==> src/rtl/float_divide.sv <==
// Sequential binary32 divider: OUT = IN1 / IN2, one quotient bit per cycle,
// round-to-nearest-even, denormals flushed to zero, div-by-zero/invalid flags.
module float_divide (
    input  logic        clk,
    input  logic        reset,
    input  logic        start,
    input  logic [31:0] IN1,
    input  logic [31:0] IN2,
    output logic [31:0] OUT,
    output logic        busy,
    output logic        done,
    output logic        div_by_zero,
    output logic        invalid
);

    localparam int unsigned W   = 32;
    localparam int unsigned MW  = 24;
    localparam int unsigned QW  = 26;
    localparam int unsigned RW  = 25;
    localparam int unsigned EW  = 10;
    localparam int unsigned CW  = 5;

    typedef enum logic [1:0] {
        S_IDLE,
        S_UNPACK,
        S_DIV,
        S_ROUND
    } state_t;

    state_t               r_state;
    state_t               w_state_next;

    logic [W-1:0]         r_a_in;
    logic [W-1:0]         r_b_in;
    logic                 r_sign;
    logic signed [EW-1:0] r_exp;
    logic [MW-1:0]        r_divisor;
    logic [RW-1:0]        r_rem;
    logic [QW-1:0]        r_quo;
    logic [CW-1:0]        r_cnt;
    logic                 r_bypass;
    logic [W-1:0]         r_byp_out;
    logic                 r_byp_dbz;
    logic                 r_byp_inv;

    // Operand classification of the latched inputs
    logic [7:0]           w_e1;
    logic [7:0]           w_e2;
    logic [22:0]          w_m1;
    logic [22:0]          w_m2;
    logic                 w_sign;
    logic                 w_zero1;
    logic                 w_zero2;
    logic                 w_inf1;
    logic                 w_inf2;
    logic                 w_nan1;
    logic                 w_nan2;
    logic                 w_special;
    logic signed [EW-1:0] w_exp_diff;

    assign w_e1       = r_a_in[30:23];
    assign w_e2       = r_b_in[30:23];
    assign w_m1       = r_a_in[22:0];
    assign w_m2       = r_b_in[22:0];
    assign w_sign     = r_a_in[31] ^ r_b_in[31];
    assign w_zero1    = (w_e1 == 8'd0);
    assign w_zero2    = (w_e2 == 8'd0);
    assign w_inf1     = (w_e1 == 8'hFF) && (w_m1 == 23'd0);
    assign w_inf2     = (w_e2 == 8'hFF) && (w_m2 == 23'd0);
    assign w_nan1     = (w_e1 == 8'hFF) && (w_m1 != 23'd0);
    assign w_nan2     = (w_e2 == 8'hFF) && (w_m2 != 23'd0);
    assign w_special  = w_zero1 | w_zero2 | w_inf1 | w_inf2 | w_nan1 | w_nan2;
    assign w_exp_diff = $signed({2'b00, w_e1}) - $signed({2'b00, w_e2});

    logic [W-1:0]         w_byp_out;
    logic                 w_byp_dbz;
    logic                 w_byp_inv;

    // Special-operand result, checked in priority order
    always_comb begin
        w_byp_out = {w_sign, 31'd0};
        w_byp_dbz = 1'b0;
        w_byp_inv = 1'b0;
        if (w_nan1 | w_nan2 | (w_zero1 & w_zero2) | (w_inf1 & w_inf2)) begin
            w_byp_out = 32'h7FC0_0000;
            w_byp_inv = 1'b1;
        end else if (w_zero2 & ~w_inf1) begin
            w_byp_out = {w_sign, 8'hFF, 23'd0};
            w_byp_dbz = 1'b1;
        end else if (w_inf1) begin
            w_byp_out = {w_sign, 8'hFF, 23'd0};
        end
    end

    // Restoring division step: subtract divisor when it fits
    logic                 w_borrow;
    logic [RW-1:0]        w_trial;
    logic [RW-1:0]        w_rem_next;

    assign {w_borrow, w_trial} = {1'b0, r_rem} - {2'b00, r_divisor};
    assign w_rem_next          = w_borrow ? r_rem : w_trial;

    // Normalize and round the quotient
    logic                 w_hi;
    logic [22:0]          w_mant;
    logic                 w_guard;
    logic                 w_sticky;
    logic                 w_inc;
    logic [MW-1:0]        w_mant_sum;
    logic signed [EW-1:0] w_e_pre;
    logic signed [EW-1:0] w_e_rnd;
    logic [W-1:0]         w_round_out;

    assign w_hi       = r_quo[25];
    assign w_mant     = w_hi ? r_quo[24:2] : r_quo[23:1];
    assign w_guard    = w_hi ? r_quo[1] : r_quo[0];
    assign w_sticky   = (w_hi & r_quo[0]) | (r_rem != '0);
    assign w_inc      = w_guard & (w_sticky | w_mant[0]);
    assign w_mant_sum = {1'b0, w_mant} + MW'(w_inc);
    assign w_e_pre    = r_exp + (w_hi ? 10'sd127 : 10'sd126);
    assign w_e_rnd    = w_mant_sum[23] ? (w_e_pre + 10'sd1) : w_e_pre;

    always_comb begin
        w_round_out = {r_sign, w_e_rnd[7:0], w_mant_sum[22:0]};
        if (w_e_rnd >= 10'sd255) begin
            w_round_out = {r_sign, 8'hFF, 23'd0};
        end else if (w_e_rnd <= 10'sd0) begin
            w_round_out = {r_sign, 31'd0};
        end
    end

    always_ff @(posedge clk or negedge reset) begin
        if (!reset) begin
            r_state <= S_IDLE;
        end else begin
            r_state <= w_state_next;
        end
    end

    always_comb begin
        w_state_next = r_state;
        case (r_state)
            S_IDLE:   if (start) w_state_next = S_UNPACK;
            S_UNPACK: w_state_next = w_special ? S_ROUND : S_DIV;
            S_DIV:    if (r_cnt == '0) w_state_next = S_ROUND;
            S_ROUND:  w_state_next = S_IDLE;
            default:  w_state_next = S_IDLE;
        endcase
    end

    // Datapath and registered outputs
    always_ff @(posedge clk or negedge reset) begin
        if (!reset) begin
            r_a_in      <= '0;
            r_b_in      <= '0;
            r_sign      <= 1'b0;
            r_exp       <= '0;
            r_divisor   <= '0;
            r_rem       <= '0;
            r_quo       <= '0;
            r_cnt       <= '0;
            r_bypass    <= 1'b0;
            r_byp_out   <= '0;
            r_byp_dbz   <= 1'b0;
            r_byp_inv   <= 1'b0;
            OUT         <= '0;
            busy        <= 1'b0;
            done        <= 1'b0;
            div_by_zero <= 1'b0;
            invalid     <= 1'b0;
        end else begin
            done <= 1'b0;
            case (r_state)
                S_IDLE: begin
                    if (start) begin
                        r_a_in <= IN1;
                        r_b_in <= IN2;
                        busy   <= 1'b1;
                    end
                end
                S_UNPACK: begin
                    r_sign    <= w_sign;
                    r_exp     <= w_exp_diff;
                    r_divisor <= {1'b1, w_m2};
                    r_rem     <= {2'b01, w_m1};
                    r_quo     <= '0;
                    r_cnt     <= CW'(QW - 1);
                    r_bypass  <= w_special;
                    r_byp_out <= w_byp_out;
                    r_byp_dbz <= w_byp_dbz;
                    r_byp_inv <= w_byp_inv;
                end
                S_DIV: begin
                    r_rem <= w_rem_next << 1;
                    r_quo <= {r_quo[QW-2:0], ~w_borrow};
                    if (r_cnt != '0) begin
                        r_cnt <= r_cnt - CW'(1);
                    end
                end
                S_ROUND: begin
                    OUT         <= r_bypass ? r_byp_out : w_round_out;
                    div_by_zero <= r_bypass & r_byp_dbz;
                    invalid     <= r_bypass & r_byp_inv;
                    done        <= 1'b1;
                    busy        <= 1'b0;
                end
                default: ;
            endcase
        end
    end

endmodule

==> config.mk <==
export PLATFORM = sky130hd
export DESIGN_NAME = float_divide
export DESIGN_NICKNAME = d
export VERILOG_FILES = /design/src/rtl/float_divide.sv
export SDC_FILE = /design/constraint.sdc
export NUM_CORES = 1
export LEC_CHECK = 0
export BUFFER_PORTS_ARGS = -buffer_cell sky130_fd_sc_hd__buf_2
export CELL_PAD_IN_SITES_DETAIL_PLACEMENT = 0
export CELL_PAD_IN_SITES_GLOBAL_PLACEMENT = 1
export CORE_ASPECT_RATIO = 0.8
export CORE_MARGIN = 2
export CORE_UTILIZATION = 50
export CTS_BUF_LIST = sky130_fd_sc_hd__clkbuf_4 sky130_fd_sc_hd__clkbuf_8 sky130_fd_sc_hd__clkbuf_16
export DETAILED_ROUTE_END_ITERATION = 12
export PLACE_DENSITY_LB_ADDON = 0.1
export SLEW_MARGIN = 20
export SYNTH_ARGS = -nofsm -noshare
export SYNTH_HDL_FRONTEND = slang
export SYNTH_SLANG_ARGS = --single-unit
==> constraint.sdc <==
create_clock -name clk -period 11.5 [get_ports clk]
set_input_delay 1.725 -clock clk [delete_from_list [all_inputs] [get_ports clk]]
set_output_delay 1.725 -clock clk [all_outputs]
set_load 0.05 [all_outputs]
==> flow_metrics.py, run 1 <==
metrics = {
    "logic_synthesis": {
        "synth-edff-count": 0,
        "avgSynthCellArea_um2": 9.45,
        "dominantRegCellSynth": "dfrtp_1",
        "synth.top_cells.by_count": "dfrtp_1, inv_1, o21ai_0, mux2_2, nand2_1",
        "postSynth.asyncResetShare_pct": 100,
        "yosys_register_bits": 197,
        "netlist.top_cell.by_area": "dfrtp_1",
        "synth-seq-area-share_pct": 42.9,
        "yosys.cell_count.top_type": "dfrtp_1",
        "number_of_nets_in_the_synthesized_netlist": 1327,
        "syn-cell-area_um2": 11500,
        "yosysTopAreaCellShare_pct": 42.9,
        "synth.yosys.warnings": 0,
        "post_synth_main_area_contributors": "dfrtp_1, mux2_2, o21ai_0, ha_1, inv_1",
        "synthDistinctLibCells": 73,
        "syn-instance-count": 1216,
    },
    "pwr": {
        "static-leakage-power_nw": 5.49,
        "worst_ir_drop_vdd_mv": 0.173,
        "power_density_relative_to_cell_area_nw_per_um2": 307,
    },
    "sta": {
        "final_max_slew_viol_count": 0,
        "timing.max_slew.rel_slack_pct": 30.6,
        "setup_viol": 0,
        "fmaxAchievable_mhz": 244,
        "timing.clock.skew_ns": 0.00891,
        "tightest_slew_ns": 1.04,
        "post-route-period-util_pct": 35.7,
        "final_period_minus_worst_setup_slack_ns": 4.10,
        "setup_repair_after_global_routing_missed_its_margin": "no",
        "timing_hold_violations_final": 0,
        "setup_tns_ns": 0,
    },
    "place": {
        "hpwl_um": 19700,
        "placement.io_buffers": 102,
        "placedCellCount": 1567,
        "place.gp.congestion": 0.927,
    },
    "setup_path": {
        "critPathKind": "flop to flop",
        "crit_path_max_fanout": 45,
        "startpoint_type": "flop",
        "data_required_time_at_the_worst_endpoint_ns": 11.77,
        "reg2reg_setup_slack_ns": 7.40,
        "endpoint_kind": "flop",
        "arrival_time_worst_endpoint_ns": 4.37,
    },
    "drt": {
        "drt_pass1_iterations": 5,
        "vias_per_cell": 5.62,
        "via_count": 8980,
        "first_iter_violations": 669,
        "route.antenna.remaining_nets": 0,
        "detail_route.drc_violations": 0,
        "wirelength_um": 27700,
        "wl_per_cell_um": 17.3,
    },
    "floorplanning": {
        "die-area_um2": 24200,
        "fp.dieW_um": 173,
        "placementRows": 49,
        "core_area_um2": 22500,
        "chipHeight_um": 140,
        "initial_utilization_pct": 51.1,
        "io-pin-count": 103,
    },
    "clock_network": {
        "clock_latency_ns": 0.44,
        "clockBufferDepth": 2,
        "clock_tree.root_cell": "clkbuf_16",
        "postCtsHoldBufs": 0,
        "postCtsSetupRepairBufs": 0,
        "clkSinkCount": 197,
        "post_cts_resize_count": 0,
        "path_clk_slew_ns": 0.07,
        "numCtsBuffers": 17,
        "htree_levels": 4,
        "tritoncts": "yes",
    },
    "final_layout": {
        "layout-area-overhead-vs-synth_pct": 11.0,
        "fin_cells": 1599,
        "design.final.nets": 1391,
        "antennaDiodeCount": 0,
        "post_route_cells_drive_above_1_share_pct": 17.9,
        "fillers": 2082,
    },
    "grt": {
        "overflow": 0,
        "grtUsageTotal_pct": 23.7,
        "vias_in_the_first_global_route": 8546,
        "maximum_number_of_pins_on_one_net_before_global_route_repair": 98,
        "antenna_found_initial": 0,
        "grt_pass1_wl_um": 46000,
    },
    "status": {
        "run_status": "completed",
    },
    "job": {
        "timing.max_cap.violations": 0,
    },
    "worst_hold_path": {
        "worstHoldPathType": "flop to flop",
    },
}
==> layer usage <==
layer	part of all wire [%]	track usage [%]
met5	0	0
met4	0.97	4.91
met3	4.2	4.21
met2	42	33.7
met1	53	37.4
==> layout make-up <==
type                       count  area [um2]  area share, %
timing repair buffer         110         579           4.54
sequential                   197        4930           38.6
multi-input combinational    823        5780           45.3
clock buffer                  24         490           3.84
tap                          306         383           3.00
inverter                     131         492           3.85
clock inverter                 8         100          0.785
==> stage by stage <==
step / hold slack, ns / util, % / power, mW / setup WS [ns] / instance area, um2
floorplan: 0.418 / - / 2.81 / 7.86 / 11500
global placement: 0.447 / 54.1 / 3.29 / 7.50 / 12200
detailed placement: 0.455 / 54.1 / 3.31 / 7.44 / 12200
CTS: 0.471 / 56.7 / 3.94 / 7.39 / 12800
global route: 0.477 / 56.7 / 4.27 / 7.09 / 12800
finish: 0.468 / 56.7 / 3.92 / 7.40 / 12800
==> state kept, by name, indices dropped and copies added, names as in the netlist <==
signal / count
r_byp_dbz: 1
r_byp_out: 3
div_by_zero: 1
OUT: 32
r_cnt: 5
busy: 1
r_bypass: 1
r_quo: 26
r_rem: 25
r_sign: 1
r_state: 2
r_exp: 9
invalid: 1
r_b_in: 32
done: 1
r_a_in: 32
r_divisor: 24
==> power breakdown <==
group | internal, mW | total, mW | switching, mW
Combinational | 0.863 | 2.10 | 1.24
Sequential | 0.965 | 1.21 | 0.247
Clock | 0.344 | 0.607 | 0.263
Total | 2.17 | 3.92 | 1.75
==> cells by family (layout without fill, tap and decap cells) <==
| logic type | Yosys count | count (layout) | synth area share (%) |
|---|---|---|---|
| AND/OR/NAND/NOR | 311 | 311 | 14.1 |
| AO/OA/AOI/OAI | 299 | 299 | 16.3 |
| flip-flops | 197 | 197 | 42.9 |
| buffers and inverters | 196 | 273 | 6.82 |
| multiplexers | 110 | 110 | 10.4 |
| XOR/XNOR | 59 | 59 | 4.50 |
| adder cells (fa/ha/maj) | 44 | 44 | 4.92 |
==> critical path, stage by stage (launching register included) <==
cell,delay [ns]
dfrtp_1,0.36
buf_4,0.28
ha_1,0.34
inv_1,0.10
ha_1,0.22
or3b_4,0.43
or3_1,0.45
nand2_1,0.12
a211oi_1,0.07
a21oi_1,0.66
a21oi_1,0.13
a211oi_2,0.53
o311ai_0,0.24
==> final timing paths <==
path / from / endpoint / cells after the start
setup / recovery: r_quo[25]$_DFFE_PN0P_ / OUT[25]$_DFFE_PN0P_ / 12
hold / removal: r_divisor[23]$_DFFE_PN0P_ / r_divisor[23]$_DFFE_PN0P_ / 2
setup reg to reg: r_quo[25]$_DFFE_PN0P_ / OUT[25]$_DFFE_PN0P_ / 12
hold reg to reg: r_divisor[23]$_DFFE_PN0P_ / r_divisor[23]$_DFFE_PN0P_ / 2
max in group asynchronous: reset / r_rem[4]$_DFFE_PN0P_ / 3
min in group asynchronous: reset / r_b_in[16]$_DFFE_PN0P_ / 1
==> layout by cell type, fill, tap and decap left out, types with 37 or more instances in the layout <==
cell / Yosys / final
nand2_1: 69 / 68
xnor2_1: 41 / 41
nor2_1: 63 / 63
mux2_2: 70 / 70
a21oi_1: 46 / 46
nand3_1: 45 / 45
dfrtp_1: 197 / 197
mux2i_1: 37 / 37
ha_1: 42 / 40
buf_2: 9 / 101
o21ai_0: 124 / 124
inv_1: 131 / 131
(Power assumes the default switching activity.)
==> run 2, diff against run 1 <==
CORE_UTILIZATION = 42   (was 50)
clock period = 3.5 ns   (was 11.5 ns; I/O delays follow)
==> run 2 against run 1 <==
  * Flip-flop and latch count did not move
  * Wire length up 7.2%
  * Final cell count grew 4.9%
  * Sequential power rose to 3.3 times the previous value
  * Hold slack worse by 0.35 ns
  * Non-clock buffer count rose by 21
  * Die area increased by 19%
  * Global-route usage down 2.6 points
  * Sequential share of layout area shrank 1.3 points
  * Combinational power grew to 3.5 times the previous value
  * Register-to-register slack lost 7.2 ns
  * Critical path depth stayed put
  * Highest routed layer unchanged
==> flow_metrics.py, run 2 (synthesis results as in run 1) <==
metrics = {
    "status": {
        "run_status": "completed",
    },
    "floorplanning": {
        "die-area_um2": 28700,
        "placementRows": 54,
        "initial_utilization_pct": 42.4,
        "fp.dieW_um": 189,
        "core_area_um2": 27100,
        "io-pin-count": 103,
        "chipHeight_um": 152,
    },
    "pwr": {
        "seq_power_share_pct": 29.5,
        "power_density_relative_to_cell_area_nw_per_um2": 1020,
        "comb_power_share_pct": 54.5,
        "total_switching_power_mw": 5.96,
        "power_report.internal_total_mw": 7.48,
        "clock_power_share_pct": 16.0,
        "static-leakage-power_nw": 5.67,
        "worst_ir_drop_vdd_mv": 0.506,
        "power.switching_fraction_pct": 44.3,
    },
    "clock_network": {
        "clock_tree.root_cell": "clkbuf_16",
        "clock_latency_ns": 0.45,
        "htree_levels": 4,
        "clockBufferDepth": 2,
        "tritoncts": "yes",
        "numCtsBuffers": 17,
        "clkSinkCount": 197,
        "path_clk_slew_ns": 0.07,
    },
    "final_layout": {
        "layout-area-overhead-vs-synth_pct": 14.8,
        "finalInstanceArea_um2": 13200,
        "post_route_cells_drive_above_1_share_pct": 20.0,
        "layout_common_cells": "dfrtp_1, inv_1, o21ai_0, buf_2, mux2_2",
        "design.final.nets": 1412,
        "antennaDiodeCount": 0,
        "top_regs": "OUT: 32 flops, r_a_in: 32 flops, r_b_in: 32 flops",
        "final_common_cell": "dfrtp_1",
    },
    "drt": {
        "vias_per_cell": 5.43,
        "detail_route.drc_violations": 0,
        "wl_per_cell_um": 17.7,
        "route.antenna.remaining_nets": 0,
        "drt_pass1_iterations": 5,
        "first_iter_violations": 621,
        "wirelength_um": 29700,
        "via_count": 9113,
    },
    "setup_path": {
        "timing.critical_path.slowest_stage_cell": "a2111o_2",
        "worstPathCellList": "ha_2 > inv_2 > ha_4 > or3b_4 > a211oi_4 > nor2_2 > or4_4 > nand2_2 > nor4_2 > a2111o_2 > clkbuf_16 > o31ai_2",
        "startpoint_type": "flop",
        "timing.critical_path.slowest_cell_delay_ns": 0.56,
        "path_delay_family": "simple AND/OR/NAND/NOR gates",
        "endpoint_kind": "flop",
        "arrival_time_worst_endpoint_ns": 3.67,
        "critPathKind": "flop to flop",
        "data_required_time_at_the_worst_endpoint_ns": 3.85,
        "cp_num_buf_inv": 2,
        "crit_path_max_fanout": 11,
    },
    "sta": {
        "fmaxAchievable_mhz": 301,
        "timing_hold_violations_final": 0,
        "final_period_minus_worst_setup_slack_ns": 3.33,
        "setup_tns_ns": 0,
        "tightest_slew_ns": 0.784,
        "timing.max_slew.rel_slack_pct": 47.6,
        "setup_repair_after_global_routing_missed_its_margin": "no",
        "post-route-period-util_pct": 95.0,
        "setup_viol": 0,
        "timing.clock.skew_ns": 0.0164,
        "final_max_slew_viol_count": 0,
    },
    "grt": {
        "met1_usage_pct": 33.8,
        "antenna_found_initial": 0,
        "grtUsageTotal_pct": 21.1,
        "overflow": 0,
        "grt.busiest_layer": "met1",
        "grt_pass1_wl_um": 48300,
        "routing_usage_on_met3_pct": 3.14,
        "vias_in_the_first_global_route": 8644,
        "maximum_number_of_pins_on_one_net_before_global_route_repair": 83,
        "use_met2_pct": 29.5,
    },
    "place": {
        "place.gp.congestion": 0.821,
        "hpwl_um": 21200,
        "placed_cell_area_um2": 12500,
        "placement.io_buffers": 102,
    },
    "job": {
        "timing.max_cap.violations": 0,
    },
    "worst_hold_path": {
        "worstHoldPathType": "input pin to async pin",
    },
}
==> run 2: what timing repair did <==
| item | CTS | global route |
|---|---|---|
| endpoints found under the setup margin | 1 | 31 |
| pin swaps | 0 | 2 |
| gates cloned | 0 | 1 |
| hold buffers | 0 | 0 |
| hold endpoints to repair | 0 | 0 |
| resized for setup | 1 | 14 |
| setup buffers | 0 | 0 |
==> run 2: power groups by stage <==
| stage | logic, mW | clock network [mW] | registers [mW] |
|---|---|---|---|
| 2_1_floorplan | 5.32 | 0 | 3.93 |
| 3_3_place_gp | 7.16 | 0 | 3.98 |
| 3_5_place_dp | 7.18 | 0 | 3.99 |
| 4_1_cts | 7.23 | 2.22 | 3.96 |
| 5_1_grt | 8.17 | 2.30 | 4.08 |
| 6_report | 7.33 | 2.16 | 3.97 |
==> run 2: cell type report <==
type / instances / area, um2
fillers: 2581 / 13900
multi-input cells: 823 / 5860
flip-flops and latches: 197 / 4930
repair buffers: 131 / 817
clock buffers: 22 / 494
inverters: 131 / 492
well taps: 364 / 455
clock inverters: 10 / 140
==> run 2: per-stage QoR <==
step | total power, mW | worst slack [ns] | hold WS (ns) | util (%) | instances
after floorplan | 9.25 | 0.170 | 0.229 | - | 1216
after global placement | 11.1 | 0.130 | 0.442 | 46.0 | 1645
after detailed placement | 11.2 | 0.0309 | 0.448 | 46.0 | 1645
after CTS | 13.4 | 0.0454 | 0.157 | 48.3 | 1677
after global routing | 14.6 | 0.00669 | 0.178 | 48.7 | 1678
final | 13.4 | 0.174 | 0.121 | 48.7 | 1678
==> run 2: worst paths after layout <==
check                      slack (ns)                       from  depth (start not counted)                         to
min                              0.12                      reset                          1   r_divisor[7]$_DFFE_PN0P_
max reg2reg                      0.17      r_quo[25]$_DFFE_PN0P_                         12         OUT[6]$_DFFE_PN0P_
min in group clk                 0.30                     IN1[9]                          2      r_a_in[9]$_DFFE_PN0P_
min reg2reg                      0.46  r_divisor[23]$_DFFE_PN0P_                          2  r_divisor[23]$_DFFE_PN0P_
max in group asynchronous        2.49                      reset                          2             done$_DFF_PN0_
max                              0.17      r_quo[25]$_DFFE_PN0P_                         12         OUT[6]$_DFFE_PN0P_
==> run 2: routing by layer <==
layer  wire, um  vias to the layer above
met1      16200                     4399
li1           -                     4504
met2      12100                      191
met4        348                        0
met3       1130                       19
met5          0                        -
==> run 2: worst register-to-register path: stages, from the launching register on <==
cell and delay (ns):
dfrtp_1 0.41, ha_2 0.19, inv_2 0.07, ha_4 0.14, or3b_4 0.43, a211oi_4 0.30, nor2_2 0.10, or4_4 0.44
nand2_2 0.10, nor4_2 0.07, a2111o_2 0.56, clkbuf_16 0.20, o31ai_2 0.23
==> run 3, diff against run 2 <==
PLACE_DENSITY = 0.74   (was unset)
PLACE_DENSITY_LB_ADDON = unset   (was 0.1)
==> run 3 against run 2 <==
  * Clock skew shrank 0.00063 ns
  * Sequential share of layout area shrank 0.27 points
  * Critical endpoint is now OUT[5]$_DFFE_PN0P_
  * Largest cell class unchanged
  * Highest routed layer unchanged
  * Combinational power is essentially flat
  * Total power shrank 0.40%
==> flow_metrics.py, run 3 (synthesis results as in run 1) <==
metrics = {
    "floorplanning": {
        "initial_utilization_pct": 42.4,
        "placementRows": 54,
        "io-pin-count": 103,
        "chipHeight_um": 152,
        "die-area_um2": 28700,
        "core_area_um2": 27100,
        "fp.dieW_um": 189,
    },
    "drt": {
        "detail_route.wirelength.met1_um": 15200,
        "route.antenna.remaining_nets": 0,
        "via_count": 9240,
        "detail_route.drc_violations": 0,
        "drt_pass1_iterations": 5,
        "wl_per_cell_um": 17.4,
        "met2WireLength_um": 12700,
        "vias_per_cell": 5.47,
        "met3RoutedLength_um": 1250,
        "wirelength_um": 29500,
        "first_iter_violations": 575,
        "highest_layer": "met4",
    },
    "final_layout": {
        "top_regs": "OUT: 32 flops, r_a_in: 32 flops, r_b_in: 32 flops",
        "antennaDiodeCount": 0,
        "fillers": 2563,
        "layout_common_cells": "dfrtp_1, inv_1, o21ai_0, buf_2, mux2_2",
        "post_route_cells_drive_above_1_share_pct": 20.9,
        "layout-area-overhead-vs-synth_pct": 15.7,
        "design.final.nets": 1425,
        "final_common_cell": "dfrtp_1",
    },
    "grt": {
        "grt_pass1_wl_um": 48200,
        "antenna_found_initial": 0,
        "vias_in_the_first_global_route": 8942,
        "overflow": 0,
        "grtUsageTotal_pct": 21.0,
        "maximum_number_of_pins_on_one_net_before_global_route_repair": 69,
    },
    "worst_hold_path": {
        "worstHoldPathType": "input pin to async pin",
    },
    "clock_network": {
        "htree_levels": 4,
        "clock_latency_ns": 0.45,
        "clkSinkCount": 197,
        "clock_tree.root_cell": "clkbuf_16",
        "tritoncts": "yes",
        "path_clk_slew_ns": 0.07,
        "clockBufferDepth": 2,
        "numCtsBuffers": 17,
    },
    "setup_path": {
        "timing.critical_path.from": "r_quo[25]$_DFFE_PN0P_",
        "arrival_time_worst_endpoint_ns": 3.75,
        "crit_path_max_fanout": 5,
        "endpoint_kind": "flop",
        "critical_r2r_launch": "r_quo[25]$_DFFE_PN0P_",
        "critPathKind": "flop to flop",
        "startpoint_type": "flop",
        "data_required_time_at_the_worst_endpoint_ns": 3.81,
    },
    "pwr": {
        "power_density_relative_to_cell_area_nw_per_um2": 1010,
        "seq_power_share_pct": 29.5,
        "comb_power_share_pct": 54.9,
        "worst_ir_drop_vdd_mv": 0.709,
        "clock_power_share_pct": 15.6,
        "static-leakage-power_nw": 5.71,
        "total_switching_power_mw": 5.94,
        "power.switching_fraction_pct": 44.3,
        "power_report.internal_total_mw": 7.46,
    },
    "sta": {
        "post-route-period-util_pct": 98.1,
        "timing_hold_violations_final": 0,
        "setup_repair_after_global_routing_missed_its_margin": "yes",
        "fmaxAchievable_mhz": 291,
        "final_max_slew_viol_count": 0,
        "timing.max_slew.rel_slack_pct": 40.8,
        "setup_viol": 0,
        "fin_ws_ns": 0.0663,
        "tightest_slew_ns": 0.880,
        "hold_slack_ns": 0.0895,
        "final_period_minus_worst_setup_slack_ns": 3.43,
        "timing.clock.skew_ns": 0.0158,
    },
    "place": {
        "hpwl_um": 21200,
        "dp_worst_setup_slack_ns": 0.0147,
        "place.gp.congestion": 0.847,
        "placement.io_buffers": 102,
    },
    "status": {
        "run_status": "completed",
    },
    "job": {
        "timing.max_cap.violations": 0,
    },
}
[run 3: cell count changes in the layout (fill, tap and decap cells not counted), moves of 2 or more]
cell / change
clkinv_4: +4
inv_6: -2
o21ai_1: -2
clkbuf_8: -3
buf_6: +4
clkbuf_4: +2
buf_4: +10
clkinv_2: -2
[run 3: what timing repair did]
action,in CTS,in global routing
resized for setup,0,23
hold buffers,0,0
setup endpoints to repair,0,31
buffers inserted,0,7
[run 3: metrics by stage]
step                setup TNS [ns]  cells  utilization, %  power [mW]  cell area [um2]
floorplan                        0   1216               -        9.25            11500
global placement                 0   1650            46.1        11.0            12500
detailed placement               0   1650            46.1        11.1            12500
CTS                              0   1681            48.3        13.2            13100
global route                -0.962   1690            49.0        14.6            13300
finish                           0   1690            49.0        13.4            13300
[run 3: worst max-delay path, cell delays in order, from the launching register on]
cell and delay (ns):
dfrtp_1 0.42, ha_2 0.21, inv_2 0.07, ha_4 0.12
or3b_4 0.42, a211oi_4 0.29, nor2_2 0.07, or4_4 0.43
a211o_1 0.34, a2111oi_4 0.40, a2111o_2 0.29, buf_6 0.15
o22ai_1 0.08
[run 3: routing by layer]
layer	global-route usage, %	vias to the layer above
met2	31.0	209
met3	3.28	22
met5	0	-
li1	-	4520
met1	32.1	4489
met4	4.84	0
[run 3: worst paths after layout]
check / slack (ns) / cells past startpoint / end
min: 0.09 / 1 / r_b_in[3]$_DFFE_PN0P_
max: 0.07 / 12 / OUT[5]$_DFFE_PN0P_
max reg2reg: 0.07 / 12 / OUT[5]$_DFFE_PN0P_
min reg2reg: 0.49 / 2 / r_divisor[23]$_DFFE_PN0P_
min in group clk: 0.30 / 2 / r_a_in[9]$_DFFE_PN0P_
max in group asynchronous: 2.54 / 2 / OUT[24]$_DFFE_PN0P_
[run 3: layout make-up]
class,count,area (um2),share of cell area [%]
clock buffers,21,468,3.52
clock inverters,10,148,1.11
inverters,131,492,3.70
multi-input cells,824,5900,44.4
flip-flops and latches,197,4930,37.1
well taps,364,455,3.43
repair buffers,143,892,6.71
[run 3: power by group through the flow]
stage	sequential (mW)	combinational [mW]	clock, mW
floorplan	3.93	5.32	0
global placement	3.97	7.06	0
detailed placement	3.98	7.11	0
CTS	3.95	7.15	2.13
global route	4.10	8.22	2.24
finish	3.96	7.35	2.09
